File: config.mk
export PLATFORM = sky130hd
export DESIGN_NAME = mimic_circuit_adder_128
export DESIGN_NICKNAME = d
export VERILOG_FILES = /design/src/rtl/mimic_circuit_adder_128.sv
export SDC_FILE = /design/constraint.sdc
export NUM_CORES = 1
export LEC_CHECK = 0
export ABC_AREA = 1
export CAP_MARGIN = 20
export CORE_MARGIN = 4
export CORE_UTILIZATION = 30
export CTS_CLUSTER_SIZE = 40
export DETAILED_ROUTE_END_ITERATION = 16
export PLACE_DENSITY = 0.77
export SYNTH_ARGS = -nofsm -noshare
export SYNTH_HDL_FRONTEND = slang
export SYNTH_SLANG_ARGS = --single-unit
File: constraint.sdc
create_clock -name clk -period 0.8 [get_ports clk]
set_input_delay 0.2 -clock clk [delete_from_list [all_inputs] [get_ports clk]]
set_output_delay 0.2 -clock clk [all_outputs]
set_load 0.01 [all_outputs]
File: src/rtl/mimic_circuit_adder_128.sv
// XNOR-popcount datapath for binarized-NN dot products: sum = popcount(inx ~^ iny).
// Define MIMIC_PIPE_EN to register the group counts, which raises the latency from 1 to 2 cycles.
module mimic_circuit_adder_128 #(
    parameter int WIDTH = 128,
    parameter int GROUP = 20,
    parameter int SUM_W = 8
) (
    input  logic             clk,
    input  logic             rst,
    input  logic             in_valid,
    input  logic [WIDTH-1:0] inx,
    input  logic [WIDTH-1:0] iny,
    output logic             out_valid,
    output logic [SUM_W-1:0] sum
);

    localparam int NUM_GRP = 6;
    localparam int LAST_W  = WIDTH - NUM_GRP * GROUP;

    // Each group is built from small counters so that it maps onto short adder chains.
    function automatic logic [2:0] count5(input logic [4:0] v);
        return {2'b00, v[0]} + {2'b00, v[1]} + {2'b00, v[2]} + {2'b00, v[3]} + {2'b00, v[4]};
    endfunction

    function automatic logic [2:0] count4(input logic [3:0] v);
        return {2'b00, v[0]} + {2'b00, v[1]} + {2'b00, v[2]} + {2'b00, v[3]};
    endfunction

    function automatic logic [4:0] count20(input logic [19:0] v);
        logic [2:0] c0;
        logic [2:0] c1;
        logic [2:0] c2;
        logic [2:0] c3;
        c0 = count5(v[4:0]);
        c1 = count5(v[9:5]);
        c2 = count5(v[14:10]);
        c3 = count5(v[19:15]);
        return {2'b00, c0} + {2'b00, c1} + {2'b00, c2} + {2'b00, c3};
    endfunction

    function automatic logic [3:0] count8(input logic [7:0] v);
        logic [2:0] lo;
        logic [2:0] hi;
        lo = count4(v[3:0]);
        hi = count4(v[7:4]);
        return {1'b0, lo} + {1'b0, hi};
    endfunction

    logic [WIDTH-1:0] xnor_v;
    logic [4:0]       grp_cnt [NUM_GRP];
    logic [3:0]       last_cnt;

    assign xnor_v = inx ~^ iny;

    always_comb begin
        for (int g = 0; g < NUM_GRP; g++) begin
            grp_cnt[g] = count20(xnor_v[g*GROUP +: GROUP]);
        end
        last_cnt = count8(xnor_v[WIDTH-1 -: LAST_W]);
    end

    logic [4:0] tree_grp [NUM_GRP];
    logic [3:0] tree_last;
    logic       tree_valid;

`ifdef MIMIC_PIPE_EN
    // The group counts are loaded on every cycle; tree_valid tells the output stage whether they are meaningful.
    always_ff @(posedge clk or posedge rst) begin
        if (rst) begin
            for (int g = 0; g < NUM_GRP; g++) begin
                tree_grp[g] <= '0;
            end
            tree_last  <= '0;
            tree_valid <= 1'b0;
        end else begin
            for (int g = 0; g < NUM_GRP; g++) begin
                tree_grp[g] <= grp_cnt[g];
            end
            tree_last  <= last_cnt;
            tree_valid <= in_valid;
        end
    end
`else
    always_comb begin
        for (int g = 0; g < NUM_GRP; g++) begin
            tree_grp[g] = grp_cnt[g];
        end
        tree_last  = last_cnt;
        tree_valid = in_valid;
    end
`endif

    logic [5:0] pair01;
    logic [5:0] pair23;
    logic [5:0] pair45;
    logic [6:0] quad0123;
    logic [6:0] tail;
    logic [7:0] total;

    // Each level widens by one bit, so the worst case (all 128 bits agree) never wraps.
    always_comb begin
        pair01   = {1'b0, tree_grp[0]} + {1'b0, tree_grp[1]};
        pair23   = {1'b0, tree_grp[2]} + {1'b0, tree_grp[3]};
        pair45   = {1'b0, tree_grp[4]} + {1'b0, tree_grp[5]};
        quad0123 = {1'b0, pair01} + {1'b0, pair23};
        tail     = {1'b0, pair45} + {3'b000, tree_last};
        total    = {1'b0, quad0123} + {1'b0, tail};
    end

    // The result register holds its value through bubbles.
    always_ff @(posedge clk or posedge rst) begin
        if (rst) begin
            sum       <= '0;
            out_valid <= 1'b0;
        end else begin
            out_valid <= tree_valid;
            if (tree_valid) begin
                sum <= total;
            end
        end
    end

endmodule

Word level (Yosys, flattened, before mapping)
Cells that the tools add are included.
W data, S select, Z words.
Cells by class
  add/subtract/negate cells: 127
  bitwise gates (word level): 1
Operator list (number)
  $add A3 B1 Y3: 50
  $xnor A128 B128 Y128: 1
  $add A2 B1 Y3: 26
  $add A1 B1 Y2: 26
  $add A4 B3 Y5: 6
  $add A5 B3 Y5: 6
  $add A3 B3 Y4: 7
  $add A5 B5 Y6: 3
  $add A7 B7 Y8: 1
  $add A6 B4 Y7: 1
  $add A6 B6 Y7: 1
Storage, ports and cells
  bits in registers: 9
  input bits: 259
  output and inout bits: 9
  word-level logic and storage cells: 130

Depth between registers and ports, before layout
  depth after elaboration: 11
  mapped depth: 28
  gate-level depth less buffers: 28

Least setup slack after synthesis
Ideal clock, no wire load.
  path kind: input -> register
  from: input port iny[99]
  to: register sum[6]
  setup time: 117 ps
  arrival time: 6609 ps
  data required time: 683 ps
  path slack: -5926 ps
  stages: 26
  path buffers: 0
  path through: xor2_1 fa_1 inv_1 fa_1 inv_1 fa_1 inv_1 fa_1 inv_1 fa_1 inv_1 fa_1 inv_1 fa_1 fa_1 fa_1 fa_1 inv_1 ha_1 fa_1 nand2_1 nand2_2 nand3_2 nand3_1 nand3_1 nand2_1
On the way
  cells in the longest elaborated chain, start to end: 6
RTL lines
  start: declaration: line 12  | input logic [WIDTH-1:0] iny,
  $xnor A128 B128 Y128: line 53  | assign xnor_v = inx ~^ iny;
  $add A3 B1 Y3: line 22  | return {2'b00, v[0]} + {2'b00, v[1]} + {2'b00, v[2]} + {2'b00, v[3]} + {2'b00, v[4]};
  $add A5 B3 Y5: line 38  | return {2'b00, c0} + {2'b00, c1} + {2'b00, c2} + {2'b00, c3};
  $add A5 B5 Y6: line 104  | pair45 = {1'b0, tree_grp[4]} + {1'b0, tree_grp[5]};
  $add A6 B4 Y7: line 106  | tail = {1'b0, pair45} + {3'b000, tree_last};
  $add A7 B7 Y8: line 107  | total = {1'b0, quad0123} + {1'b0, tail};
  end signal: assignment: line 118  | sum <= total;
  end: declaration: line 14  | output logic [SUM_W-1:0] sum
No other way between the ends.
A chain may end at the register's enable or synchronous reset.

Worst setup path after layout
  from: input port iny[119]
  to: register sum[6]
Same word-level chain as after synthesis.

==> results.md <==
- Die area: 17700 µm²
- Clk buf depth: 2
- Routability Congestion: 0.765
- Max-cap violations: 0
- Count leader, synth: inv_1
- Async set-reset flop share out of synthesis: 1.00
- Worst EP arrival: between 6000 and 7000 ps
- Synth area leader: fa_1
- Share of the synthesized area in the top cell type: 0.490
- WP buf/inv: 6
- Mapped Nets: around 860
- Layout Skew: 0 ps
- Pins Over Slew Limit: 0
- Global-route wire length before repair: between 20000 and 25000 µm
- Layout Nets: about 1200
- GRT Total Usage: 0.141
- Crit-path max FO: 3
- Worst Tran Pin Value: approximately 330 ps
- Register area share after synthesis: 0.0479
- Vias/cell: approximately 3.9
- Worst reg-to-reg setup slack: -110 ps
- Setup repair after global routing missed its margin: yes
- DR WL/cell: approximately 14 µm
- Via Count: ~3800
- Clk Latency, worst-skew pair: 230 ps
- Library cells used by synthesis: 18
- Critical Path RT: between 900 and 1000 ps
- CTS tree: done
- Post-Synthesis Cells: roughly 460
- Mean cell area of the mapped netlist: roughly 10 µm²
- Synth warn: 0
- DR DRC count: 0
- Primary FF master, synth: dfrtp_1
- Largest net degree at the start of global routing: 10
- Run status: finished with violations
- # rows: 45
- Synth area leaders: fa_1 49%, xor2_1 17%, inv_1 10%
- Final setup TNS: -46770 ps
- Ratio of cells with drive above 1 in the final layout: 0.255
- Clock sinks: 9
- Mapped Area: around 4700 µm²
- Min Tclk post-route: around 6700 ps
- #FFs+latches synth: 9
- Worst Setup Path Type: input port to flop
- Final count of hold timing violations: 0
- Number of flops mapped to enable cells by yosys: 0
- # diodes: 0
- TritonRoute pass-1 iters: 4
- FMAX: between 100 and 150 MHz
- Worst Setup Start Kind: input port
- Crit. End Element: flop
- Clock-pin slew on the worst setup and hold paths: 40 ps
- Root Buffer Master: clkbuf_16
- Worst Hold Class: input port to async pin
- Top post-synthesis cells by count: 128 x inv_1, 115 x fa_1, 90 x xor2_1
- Synthesis-to-finish area growth: 77.8%
- Initial drt markers: slightly below 60
- Die W: between 100 and 150 µm
- GRT overflow: 0
- Cell repeated most along the worst path: fa_1
- Slew Limit Headroom: 0.780
- Core Util, Final: 0.547
- Initial Util: 0.308
- Slowest stage cell on the critical path: fa_2
- FF-to-FF path depth: 4
- Hpwl dp: about 12000 µm
- Worst path top cell family by delay: adder cells
- Height of the chip: between 100 and 150 µm
- Core box area: approximately 15000 µm²
- Final WL: approximately 13000 µm
- Violated checks: setup timing
- Post-Layout Inst Area: 8350 µm²
- Initial antenna violation count: 0
- Placed inst area: about 7800 µm²
- CP max stage delay: ~600 ps
- Fillcell total: ~1300
- CTS H-tree depth: 1
- Post-DRT Antenna Nets: 0
- # port buffers: 267
- Final worst setup slack: -5870 ps
- WHS: 273 ps
- Final worst path period share: 8.34
- Worst path depth: 25
- I/O pin count: 268
- Vias in the first global route: approximately 4500
- Final setup violation count: 17
- Cts bufs inserted: 3
## tightest hold or removal path, delay by kind of cell
kind / cells / cell delay, ps
buffers and inverters: 3 / 630
## per-stage QoR
| step | cells | setup slack [ps] |
|---|---|---|
| 6_report | 965 | -5870 |
| 4_1_cts | 962 | -6020 |
| 2_1_floorplan | 459 | -5750 |
| 5_1_grt | 965 | -6040 |
| 3_5_place_dp | 954 | -6470 |
| 3_3_place_gp | 954 | -6380 |
## sequential cells by signal, summed over array words and instances, names as in the netlist
register,flops
sum,8
out_valid,1
## layout make-up
cell class              count  area [µm²]  area share
clock buffers               3        75.1     0.00899
clock inverters             1        5.00    0.000599
inverters                 128         480      0.0575
multi-input cells         321        4490       0.538
well taps                 211         264      0.0316
repair buffers            292        2810       0.336
flip-flops and latches      9         225      0.0270
## layout by cell type, fill, tap and decap left out, drive strengths merged
cell,instances
dlymetal6s2s,49
a21oi,5
buf,46
inv,128
dfrtp,9
clkbuf,26
nand2,30
nor2,4
fa,115
clkinv,1
clkdlybuf4s15,12
clkdlybuf4s50,132
dlygate4sd2,30
a211oi,1
nand4,1
xnor2,38
xor2,90
or2,1
ha,25
o21ai,4
nand3,7
## timing repair
action,in CTS,in global routing
setup endpoints to repair,17,17
setup buffers,4,5
gates resized for setup,203,177
pin swaps,119,79
hold endpoints to repair,0,0
hold buffers,0,0
## path summary, 6_finish.rpt
check | from | to
max | iny[119] | sum[6]$_DFFE_PP0P_
min | rst | sum[0]$_DFFE_PP0P_
max reg2reg | sum[7]$_DFFE_PP0P_ | sum[7]$_DFFE_PP0P_
min reg2reg | sum[6]$_DFFE_PP0P_ | sum[6]$_DFFE_PP0P_
max in group asynchronous | rst | sum[1]$_DFFE_PP0P_
min in group clk | sum[6]$_DFFE_PP0P_ | sum[6]$_DFFE_PP0P_
## routing by layer
layer / part of all wire / routed length [µm] / track usage
met1: 0.34 / 4500 / 0.149
met2: 0.59 / 7690 / 0.294
met3: 0.069 / 902 / 0.0298
met4: 0.00099 / 13 / 0.00743
met5: 0 / 0 / 0
## kinds of logic after synthesis
kind of cell               count (synthesis)  synth area share
DFF                                        9            0.0479
adders and majority gates                140             0.557
and+or+nand+nor                           43            0.0416
xor gates and xnor gates                 128             0.239
AOI/OAI and AO/OA                         10            0.0112
buffers and inverters                    129             0.104
Power is left out: the tool's default activity adds up to more than one toggle a clock period on the data nets, which glitch-free logic cannot reach.
